===== src/rtl/axi_cmd_pkg.sv =====
// Shared definitions for axi_cmd_master: FSM state encoding, AXI response
// codes reported on rsp_resp_o, and the fixed channel widths.
package axi_cmd_pkg;

  localparam int ADDR_W = 32;
  localparam int DATA_W = 32;
  localparam int ID_W   = 4;
  localparam int STRB_W = 4;

  localparam logic [1:0] RESP_OKAY    = 2'b00;
  localparam logic [1:0] RESP_SLVERR  = 2'b10;
  localparam logic [1:0] RESP_TIMEOUT = 2'b11;

  typedef enum logic [2:0] {
    IDLE,
    WR_REQ,
    WR_RESP,
    RD_REQ,
    RD_DATA,
    RSP
  } state_e;

endpackage


===== src/rtl/axi_cmd_master.sv =====
// axi_cmd_master
// Single-outstanding, single-beat AXI master. A command accepted on the
// cmd_* handshake becomes one AXI write (AW+W+B) or one read (AR+R). The
// outcome is returned on the rsp_* handshake. Only one transaction is in
// flight at a time.
//
// Ports
//   clk, areset (async, active-low)
//   cmd_valid_i/cmd_ready_o, cmd_write_i, cmd_addr_i, cmd_wdata_i, cmd_wstrb_i
//   rsp_valid_o/rsp_ready_i, rsp_write_o, rsp_rdata_o, rsp_resp_o
//   AW: awid_o, awaddr_o, awvalid_o, awready_i
//   W : wid_o, wdata_o, wstrb_o, wlast_o, wvalid_o, wready_i
//   B : bid_i, bresp_i, bvalid_i, bready_o
//   AR: arid_o, araddr_o, arvalid_o, arready_i
//   R : rid_i, rdata_i, rlast_i, rvalid_i, rready_o
//
// Build option
//   AXI_CMD_TIMEOUT_EN : when defined, a watchdog aborts a transaction after
//   TIMEOUT_CYCLES cycles spent waiting on the AXI slave. The response code
//   is then 2'b11 and the read data is 0.
module axi_cmd_master
  import axi_cmd_pkg::*;
#(
  parameter logic [ID_W-1:0] ID_VAL         = 4'h0,
  parameter int              TIMEOUT_CYCLES = 256
) (
  input  logic              clk,
  input  logic              areset,
  // command / response
  input  logic              cmd_valid_i,
  output logic              cmd_ready_o,
  input  logic              cmd_write_i,
  input  logic [ADDR_W-1:0] cmd_addr_i,
  input  logic [DATA_W-1:0] cmd_wdata_i,
  input  logic [STRB_W-1:0] cmd_wstrb_i,
  output logic              rsp_valid_o,
  input  logic              rsp_ready_i,
  output logic              rsp_write_o,
  output logic [DATA_W-1:0] rsp_rdata_o,
  output logic [1:0]        rsp_resp_o,
  // write address
  output logic [ID_W-1:0]   awid_o,
  output logic [ADDR_W-1:0] awaddr_o,
  output logic              awvalid_o,
  input  logic              awready_i,
  // write data
  output logic [ID_W-1:0]   wid_o,
  output logic [DATA_W-1:0] wdata_o,
  output logic [STRB_W-1:0] wstrb_o,
  output logic              wlast_o,
  output logic              wvalid_o,
  input  logic              wready_i,
  // write response
  input  logic [ID_W-1:0]   bid_i,
  input  logic [1:0]        bresp_i,
  input  logic              bvalid_i,
  output logic              bready_o,
  // read address
  output logic [ID_W-1:0]   arid_o,
  output logic [ADDR_W-1:0] araddr_o,
  output logic              arvalid_o,
  input  logic              arready_i,
  // read data
  input  logic [ID_W-1:0]   rid_i,
  input  logic [DATA_W-1:0] rdata_i,
  input  logic              rlast_i,
  input  logic              rvalid_i,
  output logic              rready_o
);

  state_e            state_q, state_d;
  logic [ADDR_W-1:0] addr_q, addr_d;
  logic [DATA_W-1:0] wdata_q, wdata_d;
  logic [STRB_W-1:0] wstrb_q, wstrb_d;
  logic              write_q, write_d;
  logic              aw_done_q, aw_done_d;
  logic              w_done_q, w_done_d;
  logic [DATA_W-1:0] rdata_q, rdata_d;
  logic [1:0]        resp_q, resp_d;
  logic              expired;

`ifdef AXI_CMD_TIMEOUT_EN
  localparam int TO_BITS = $clog2(TIMEOUT_CYCLES + 1);
  localparam int TO_W    = (TO_BITS > 8) ? TO_BITS : 8;

  logic [TO_W-1:0] to_cnt_q, to_cnt_d;

  // The counter sits at zero in IDLE/RSP, so it is already clear on entry
  // to WR_REQ/RD_REQ and counts every cycle spent waiting on the slave.
  always_comb begin
    to_cnt_d = '0;
    if (state_q inside {WR_REQ, WR_RESP, RD_REQ, RD_DATA}) begin
      to_cnt_d = to_cnt_q + 1'b1;
    end
  end

  // Last waiting cycle. A handshake that completes in this cycle still
  // takes priority in the FSM. Otherwise the next state is RSP, so the
  // valids/readys are low from cycle TIMEOUT_CYCLES onwards.
  assign expired = (to_cnt_q >= TO_W'(TIMEOUT_CYCLES - 1));

  always_ff @(posedge clk or negedge areset) begin
    if (!areset) begin
      to_cnt_q <= '0;
    end else begin
      to_cnt_q <= to_cnt_d;
    end
  end

  logic unused_rlast;
  assign unused_rlast = rlast_i;
`else
  assign expired = 1'b0;

  logic unused_ok;
  assign unused_ok = rlast_i ^ TIMEOUT_CYCLES[0];
`endif

  // Fixed ID, single beat, payload straight from the command registers.
  assign awid_o      = ID_VAL;
  assign wid_o       = ID_VAL;
  assign arid_o      = ID_VAL;
  assign awaddr_o    = addr_q;
  assign araddr_o    = addr_q;
  assign wdata_o     = wdata_q;
  assign wstrb_o     = wstrb_q;
  assign wlast_o     = 1'b1;
  assign rsp_write_o = write_q;
  assign rsp_rdata_o = rdata_q;
  assign rsp_resp_o  = resp_q;

  always_comb begin
    state_d     = state_q;
    addr_d      = addr_q;
    wdata_d     = wdata_q;
    wstrb_d     = wstrb_q;
    write_d     = write_q;
    aw_done_d   = aw_done_q;
    w_done_d    = w_done_q;
    rdata_d     = rdata_q;
    resp_d      = resp_q;
    cmd_ready_o = 1'b0;
    rsp_valid_o = 1'b0;
    awvalid_o   = 1'b0;
    wvalid_o    = 1'b0;
    bready_o    = 1'b0;
    arvalid_o   = 1'b0;
    rready_o    = 1'b0;

    unique case (state_q)
      IDLE: begin
        cmd_ready_o = 1'b1;
        if (cmd_valid_i) begin
          addr_d    = cmd_addr_i;
          wdata_d   = cmd_wdata_i;
          wstrb_d   = cmd_wstrb_i;
          write_d   = cmd_write_i;
          aw_done_d = 1'b0;
          w_done_d  = 1'b0;
          state_d   = cmd_write_i ? WR_REQ : RD_REQ;
        end
      end

      WR_REQ: begin
        // AW and W complete independently; each valid drops after its own
        // handshake and the done flags remember which ones are finished.
        awvalid_o = !aw_done_q;
        wvalid_o  = !w_done_q;
        aw_done_d = aw_done_q | awready_i;
        w_done_d  = w_done_q | wready_i;
        if (aw_done_d && w_done_d) begin
          state_d = WR_RESP;
        end else if (expired) begin
          rdata_d = '0;
          resp_d  = RESP_TIMEOUT;
          state_d = RSP;
        end
      end

      WR_RESP: begin
        bready_o = 1'b1;
        if (bvalid_i) begin
          rdata_d = '0;
          resp_d  = (bid_i != ID_VAL) ? RESP_SLVERR : bresp_i;
          state_d = RSP;
        end else if (expired) begin
          rdata_d = '0;
          resp_d  = RESP_TIMEOUT;
          state_d = RSP;
        end
      end

      RD_REQ: begin
        arvalid_o = 1'b1;
        if (arready_i) begin
          state_d = RD_DATA;
        end else if (expired) begin
          rdata_d = '0;
          resp_d  = RESP_TIMEOUT;
          state_d = RSP;
        end
      end

      RD_DATA: begin
        rready_o = 1'b1;
        if (rvalid_i) begin
          rdata_d = rdata_i;
          resp_d  = (rid_i != ID_VAL) ? RESP_SLVERR : RESP_OKAY;
          state_d = RSP;
        end else if (expired) begin
          rdata_d = '0;
          resp_d  = RESP_TIMEOUT;
          state_d = RSP;
        end
      end

      RSP: begin
        rsp_valid_o = 1'b1;
        if (rsp_ready_i) begin
          state_d = IDLE;
        end
      end

      default: state_d = IDLE;
    endcase
  end

  always_ff @(posedge clk or negedge areset) begin
    if (!areset) begin
      state_q   <= IDLE;
      addr_q    <= '0;
      wdata_q   <= '0;
      wstrb_q   <= '0;
      write_q   <= 1'b0;
      aw_done_q <= 1'b0;
      w_done_q  <= 1'b0;
      rdata_q   <= '0;
      resp_q    <= RESP_OKAY;
    end else begin
      state_q   <= state_d;
      addr_q    <= addr_d;
      wdata_q   <= wdata_d;
      wstrb_q   <= wstrb_d;
      write_q   <= write_d;
      aw_done_q <= aw_done_d;
      w_done_q  <= w_done_d;
      rdata_q   <= rdata_d;
      resp_q    <= resp_d;
    end
  end

endmodule


===== config.mk =====
export PLATFORM = sky130hd
export DESIGN_NAME = axi_cmd_master
export DESIGN_NICKNAME = d
export VERILOG_FILES = /design/src/rtl/axi_cmd_pkg.sv /design/src/rtl/axi_cmd_master.sv
export SDC_FILE = /design/constraint.sdc
export NUM_CORES = 1
export LEC_CHECK = 0
export ABC_CLOCK_PERIOD_IN_PS = 1700
export BUFFER_PORTS_ARGS = -buffer_cell sky130_fd_sc_hd__buf_2
export CORE_AREA = 2 2 112 114
export CTS_CLUSTER_SIZE = 16
export DETAILED_ROUTE_END_ITERATION = 8
export DIE_AREA = 0 0 114 116
export PLACE_DENSITY = 0.84
export SYNTH_ARGS = -nofsm -noshare
export SYNTH_HDL_FRONTEND = slang
export SYNTH_SLANG_ARGS = --single-unit

===== constraint.sdc =====
create_clock -name clk -period 1.7 [get_ports clk]
set_input_delay 0.255 -clock clk [delete_from_list [all_inputs] [get_ports clk]]
set_output_delay 0.255 -clock clk [all_outputs]
set_load 0.005 [all_outputs]

# Word level (Yosys, flattened, before mapping)
# Cells that the tools add are included.
# op_classes
n_eq_ne	11
mux	26
bitwise_logic	2
n_reduce_logical	12
# ops
op	count
two-way mux 32 bit	2
case mux 32 bit (2 select lines)	1
two-way mux 3 bit	6
case mux 3 bit (6 select lines)	1
!= test 2 bit, second input constant	6
two-way mux 2 bit	5
two-way mux 1 bit	8
nonzero test 4 bit	2
== test 3 x 2 -> 1 bit, second input constant	2
== test 3 bit, second input constant	2
AND reduction 6 bit	1
case mux 1 bit (2 select lines)	2
case mux 2 bit (2 select lines)	1
AND reduction 2 bit	2
nonzero test 2 bit	2
== test 3 x 1 -> 1 bit, second input constant	1
zero test 3 bit	1
AND reduction 3 bit	1
zero test 1 bit	2
OR 1 bit	2
logical AND 1 bit	1
# totals
reg_bits	108
input_bits	121
elab_cells	60

# Longest topological paths before layout
# Gate-level depths: netlist of run 1.
# logic_depth
ltp_word	4
depth_mapped	7

# Worst setup path before layout of run 1
# No wires, ideal clock.
# synth_timing
path_type	register to register
startpoint	register state_q[1]
endpoint	register wdata_q[16], in the netlist wdata_o[16]
arrival_time_ns	1.500
required_ns	1.575
slack_ns	0.074
stages_incl_launch_ff	8
n_path_buf	4
period_less_slack_ns	1.626
path_cell_list	dfrtp_1 buf_6 nor2_4 and3_4 buf_6 buf_6 buf_8 mux2_4
# synth_between
elab_chain_len	2
# synth_rtl
element	line_no	source
start, declared	axi_cmd_master.sv:71	state_e state_q, state_d;
start signal, assigned	axi_cmd_master.sv:240	state_q <= state_d;
zero test 3 bit	axi_cmd_master.sv:150	unique case (state_q)
AND reduction 2 bit (no line)	n/a	
end signal, assigned	axi_cmd_master.sv:242	wdata_q <= wdata_d;
end, declared	axi_cmd_master.sv:73	logic [DATA_W-1:0] wdata_q, wdata_d;
# No other way between the ends.
# A chain may end at the register's enable or synchronous reset.

# Worst setup path in the final report of run 1
# layout_timing
startpoint	register state_q[1]
endpoint	output rready_o
# layout_between
elab_chain_len	2
# layout_rtl
element	line_no	source
== test 3 bit	axi_cmd_master.sv:150	
two-way mux 1 bit	axi_cmd_master.sv:150	
end, declared	axi_cmd_master.sv:68	output logic rready_o
# No other way between the ends.

==> results of run 1 <==
==> final timing paths <==
check,startpoint,end,cells past startpoint
setup reg to reg,state_q[1],wstrb_o[1],5
setup / recovery,state_q[1],rready_o,4
min in group asynchronous,areset,araddr_o[29],3
max in group asynchronous,areset,state_q[1],3
hold / removal,rdata_i[23],rsp_rdata_o[23],3
hold reg to reg,rsp_rdata_o[10],rsp_rdata_o[10],2
==> sequential cells by signal, indices dropped and copies added (netlist names) <==
signal,flops
araddr_o,32
aw_done_q,1
rsp_rdata_o,32
rsp_resp_o,2
rsp_write_o,1
state_q,3
w_done_q,1
wdata_o,32
wstrb_o,4
==> area by class of cell <==
type | instances | area (µm²) | share of cell area
Tap cell | 147 | 184 | 0.0288
Multi-Input combinational cell | 224 | 1570 | 0.246
Inverter | 2 | 10.0 | 0.00157
Sequential cell | 108 | 2710 | 0.423
Clock inverter | 4 | 47.5 | 0.00744
Timing Repair Buffer | 288 | 1620 | 0.253
Clock buffer | 12 | 256 | 0.0401
==> critical path, stage by stage, from the launching register on <==
cell and delay (ns):
dfrtp_2 0.42, buf_4 0.16, nor3b_4 0.23, buf_12 0.14, buf_2 0.10
==> through the flow <==
step / power [W] / util / instances
6_report: 0.0115 / 0.537 / 785
5_1_grt: 0.0122 / 0.537 / 785
4_1_cts: 0.0116 / 0.535 / 784
3_5_place_dp: 0.00926 / 0.503 / 762
3_3_place_gp: 0.00904 / 0.503 / 762
2_1_floorplan: 0.00738 / - / 400
==> metal layers <==
layer,share of wire,track usage
met1,0.41,0.198
met2,0.50,0.293
met4,0.012,0.0528
met3,0.069,0.0434
met5,0,0
==> power by group through the flow <==
stage          clock network (W)  registers (W)  logic [W]
3_5_place_dp                   0        0.00459    0.00468
2_1_floorplan                  0        0.00459    0.00279
5_1_grt                  0.00229        0.00469    0.00526
6_report                 0.00212        0.00454    0.00480
3_3_place_gp                   0        0.00451    0.00453
4_1_cts                  0.00219        0.00455    0.00482
==> Yosys cell counts (all sizes together) <==
cell	count
or2	1
conb	2
a21oi	4
a211oi	2
nand2b	1
and3	1
o31ai	1
a222oi	1
nand2	72
o21ai	35
a211o	1
and3b	2
o22ai	2
nor3	2
inv	2
nor4	2
clkbuf	2
buf	64
nor3b	3
dfrtp	108
and2	1
a21o	2
mux2	69
nor2	9
==> timing repair <==
item | CTS | global route
endpoints found under the hold margin | 1 | 0
resized for setup | 1 | 5
cloned | 1 | 0
hold buffers | 1 | 0
buffers inserted | 4 | 1
endpoints found under the setup margin | 1 | 6
pin swaps | 1 | 3
==> cells by family (layout without fill, tap and decap cells) <==
family                 count (synthesis)  after routing  share of synthesized area
buffers and inverters                 68            306                      0.107
and+or+nand+nor                       94             94                     0.0895
DFF                                  108            108                      0.572
AOI/OAI and AO/OA                     48             48                     0.0577
other                                  2             13                    0.00159
muxes                                 69             69                      0.172
==> results.ini, run 1 <==
[detailed_routing]
vias=3623
drt_iter0_drc=173
routedWlPerCell_um=14.6
ant_nets=0
finalWirelength_mm=11.5
drc=0
drt-pass1-iter-count=4
viasPerCell=4.62

[timing]
setup_slack_ns=0.0671
rsz0062_at_grt=false
slew_violations=0
setup_viol=0
hold_violations=0
relSlewSlack=0.604
max_freq_mhz=612
period_share=0.961
hold_ws_ns=0.139
skew_ns=0.00791
setup_tns_ns=0
timing.final.crit_period_ns=1.63
tightestPinTransition_ns=0.594

[finish]
final_common_cell=buf_2
n_antenna_cell=0
final_cell_mix=260 x buf_2, 106 x dfrtp_1, 71 x nand2_1
area_growth_pct=35.3
drive_above_1_share=0.600
fillers=1061
nets=754
fin_area_mm2=0.00639

[power_and_ir_drop]
swShare=0.323
seqPwrFrac=0.396
power_frac_comb=0.419
clockPowerShare=0.185
internal_power_w=0.00776
worst_ir_drop_vdd_v=0.000786
p_per_area_mw_per_mm2=1790
power_leakage_nw=3.31
power.switching_w=0.00370

[placed_design]
placed_area_mm2=0.00600
hpwl_mm=8.54
io_buffers=261
place_ws_ns=0.0803
place.gp.congestion=0.797

[grt]
overflow=0
grtUsageTotal=0.166
grt_max_degree=109
grt_pass1_vias=3449
grt_pass1_wl_mm=17.1
antenna_found_initial=0

[critical_path]
r2r_slack_ns=0.07
crit_required_ns=1.44
worstPathMaxFanout=3
crit_arrival_ns=1.38
critical_path.startpoint_type=register
end_kind=output pin
worstSetupPathType=register to output pin

[floorplanning]
num_io_pins=276
fp.dieArea_mm2=0.0132
fp.dieW_um=114
start_util=0.397
num_rows=40
core_area_mm2=0.0119
die_h_um=116

[synthesis]
avgSynthCellArea_um2=12.1
synth.top_cell.area_share=0.572
synth.area.top_cells=dfrtp_1 57%, mux2_2 14%, buf_4 8.4%, nand2_1 5.7%, mux2_4 3.2%
synth.largest_area_cell=dfrtp_1
synthDistinctLibCells=34
ys_ff_latch=108
ys_seq_area_frac=0.572
ys.warnings.count=0
syn_area_mm2=0.00473
netlist_instances=389

[min_path]
hold_class=input port to register

[clocking]
clkTransAtPathRegs_ns=0.07
htree_levels=3
cts.path.max_buffers=2
cts.sinks=108
cts_tree=built
clock_latency_ns=0.34
tritoncts.num_buffers=9
clockRootBuffer=clkbuf_16

[job]
drv_cap=0

[outcome]
status=finished, final reports clean

(Power assumes the default switching activity.)
==> run 2, diff against run 1 <==
--- a/config.mk
+++ b/config.mk
@@ -7,11 +7,11 @@
 export LEC_CHECK = 0
 export ABC_CLOCK_PERIOD_IN_PS = 1700
 export BUFFER_PORTS_ARGS = -buffer_cell sky130_fd_sc_hd__buf_2
-export CORE_AREA = 2 2 112 114
+export CORE_AREA = 2 2 92 139
 export CTS_CLUSTER_SIZE = 16
 export DETAILED_ROUTE_END_ITERATION = 8
-export DIE_AREA = 0 0 114 116
-export PLACE_DENSITY = 0.84
+export DIE_AREA = 0 0 94 141
+export PLACE_DENSITY_LB_ADDON = 0.15
 export SYNTH_ARGS = -nofsm -noshare
 export SYNTH_HDL_FRONTEND = slang
 export SYNTH_SLANG_ARGS = --single-unit
==> results.ini, run 2 (synthesis results as in run 1) <==
[floorplanning]
start_util=0.387  ; was 0.397
fp.dieW_um=94  ; was 114 µm
num_io_pins=276  ; unchanged
core_area_mm2=0.0122  ; was 0.0119 mm²
die_h_um=141  ; was 116 µm
num_rows=50  ; was 40
fp.dieArea_mm2=0.0133  ; was 0.0132 mm²

[outcome]
status=finished, final reports clean  ; unchanged

[critical_path]
r2r_slack_ns=0.07  ; about the same
worstSetupStartpoint=state_q[1]  ; unchanged
crit_end=wdata_o[5]  ; was rready_o
reg2reg_from=state_q[1]  ; unchanged
critical_path.startpoint_type=register  ; unchanged
reg2reg_depth=5  ; unchanged
end_kind=register  ; was output pin
worstSetupPathType=register to register  ; was register to output pin
crit_required_ns=1.93  ; was 1.44 ns
crit_arrival_ns=1.86  ; was 1.38 ns
worstPathMaxFanout=23  ; was 3
reg2reg_to=wdata_o[5]  ; was wstrb_o[1]

[timing]
rsz0062_at_grt=true  ; was false
setup_slack_ns=0.0653  ; was 0.0671 ns
slew_violations=0  ; unchanged
skew_ns=0.00652  ; was 0.00791 ns
max_freq_mhz=612  ; about the same
timing.final.crit_period_ns=1.63  ; about the same
period_share=0.962  ; was 0.961
hold_violations=0  ; unchanged
setup_viol=0  ; unchanged

[placed_design]
hpwl_mm=8.83  ; was 8.54 mm
place_ws_ns=0.126  ; was 0.0803 ns
io_buffers=261  ; unchanged
dpl.cell_count=766  ; was 762
place.gp.congestion=0.750  ; was 0.797

[clocking]
clock_latency_ns=0.34  ; about the same
cts.sinks=108  ; unchanged
clkTransAtPathRegs_ns=0.07  ; about the same
cts_tree=built  ; unchanged
htree_levels=3  ; unchanged
cts.path.max_buffers=2  ; unchanged
clockRootBuffer=clkbuf_16  ; unchanged
tritoncts.num_buffers=9  ; unchanged

[min_path]
hold_class=input port to register  ; unchanged

[grt]
grt_max_degree=57  ; was 109
globalRouteMet2Util=0.297  ; was 0.293
grt-busiest-layer=met2  ; unchanged
grt_pass1_wl_mm=17.1  ; about the same
use_met1=0.183  ; was 0.198
use_met3=0.0470  ; was 0.0434
overflow=0  ; unchanged
grt_pass1_vias=3456  ; was 3449
antenna_found_initial=0  ; unchanged
grtUsageTotal=0.164  ; was 0.166

[finish]
final_common_cell=buf_2  ; unchanged
post-route-util=0.515  ; was 0.537
multiInputGateArea_mm2=0.00157  ; about the same
fillers=1153  ; was 1061
area_growth_pct=33.1  ; was 35.3%
register_area_mm2=0.00270  ; was 0.00271 mm²
drive_above_1_share=0.590  ; was 0.600
final_cell_mix=260 x buf_2, 107 x dfrtp_1, 72 x nand2_1  ; was 260 x buf_2, 106 x dfrtp_1, 71 x nand2_1
nets=747  ; was 754
fin_cells=788  ; was 785

[detailed_routing]
drc=0  ; unchanged
viasPerCell=4.51  ; was 4.62
finalWirelength_mm=11.3  ; was 11.5 mm
vias=3557  ; was 3623
ant_nets=0  ; unchanged
drt_iter0_drc=72  ; was 173
drt-pass1-iter-count=4  ; unchanged
routedWlPerCell_um=14.4  ; was 14.6 µm

[power_and_ir_drop]
p_per_area_mw_per_mm2=1750  ; was 1790 mW/mm²
total_power_w=0.0110  ; was 0.0115 W
worst_ir_drop_vdd_v=0.000730  ; was 0.000786 V
power_leakage_nw=3.24  ; was 3.31 nW

[job]
drv_cap=0  ; unchanged

==> run 2: worst max-delay path: stages (launching register included) <==
cell	delay, ns
dfrtp_1	0.39
buf_4	0.14
nor2_4	0.15
and3_4	0.27
buf_12	0.20
mux2_2	0.35
==> run 2: repair_timing <==
item / CTS / global route
hold buffers: 1 / 0
pin swaps: 1 / 1
hold endpoints to repair: 11 / 0
buffers inserted: 3 / 1
setup endpoints to repair: 1 / 2
gates resized for setup: 1 / 1
==> run 2: area by class of cell <==
type                       count  share of cell area
sequential                   108               0.430
multi-input combinational    224               0.249
timing repair buffer         281               0.245
clock buffer                  11              0.0370
tap                          156              0.0310
clock inverter                 5             0.00597
inverter                       2             0.00159
antenna                        1            0.000398
==> run 2: per-layer routing <==
metal	up-vias	wire length [µm]
met1	1674	4230
met3	14	896
met2	153	6050
met4	0	170
li1	1716	-
met5	-	0
==> run 2: power by group <==
| group | internal [W] | switching, W |
|---|---|---|
| logic | 0.00260 | 0.00200 |
| registers | 0.00378 | 0.000684 |
| clock network | 0.00100 | 0.000913 |
| total | 0.00738 | 0.00360 |
==> run 2: worst min path at each step <==
stage	from	end	slack, ns	depth (start not counted)
global route	cmd_wdata_i[12]	wdata_o[12]	0.13	2
detailed placement	areset	wdata_o[16]	0.11	1
floorplan	areset	araddr_o[0]	-0.04	0
CTS	rdata_i[21]	rsp_rdata_o[21]	0.12	3
global placement	areset	wdata_o[25]	0.12	1
finish	rdata_i[21]	rsp_rdata_o[21]	0.14	3
==> run 2: through the flow <==
stage                     area (µm²)  hold slack [ns]  setup TNS [ns]
after floorplan                 4770          -0.0406               0
after global placement          5970            0.117               0
after detailed placement        5970            0.115               0
after CTS                       6280            0.122               0
after global routing            6290            0.126        -0.00533
final                           6290            0.136               0
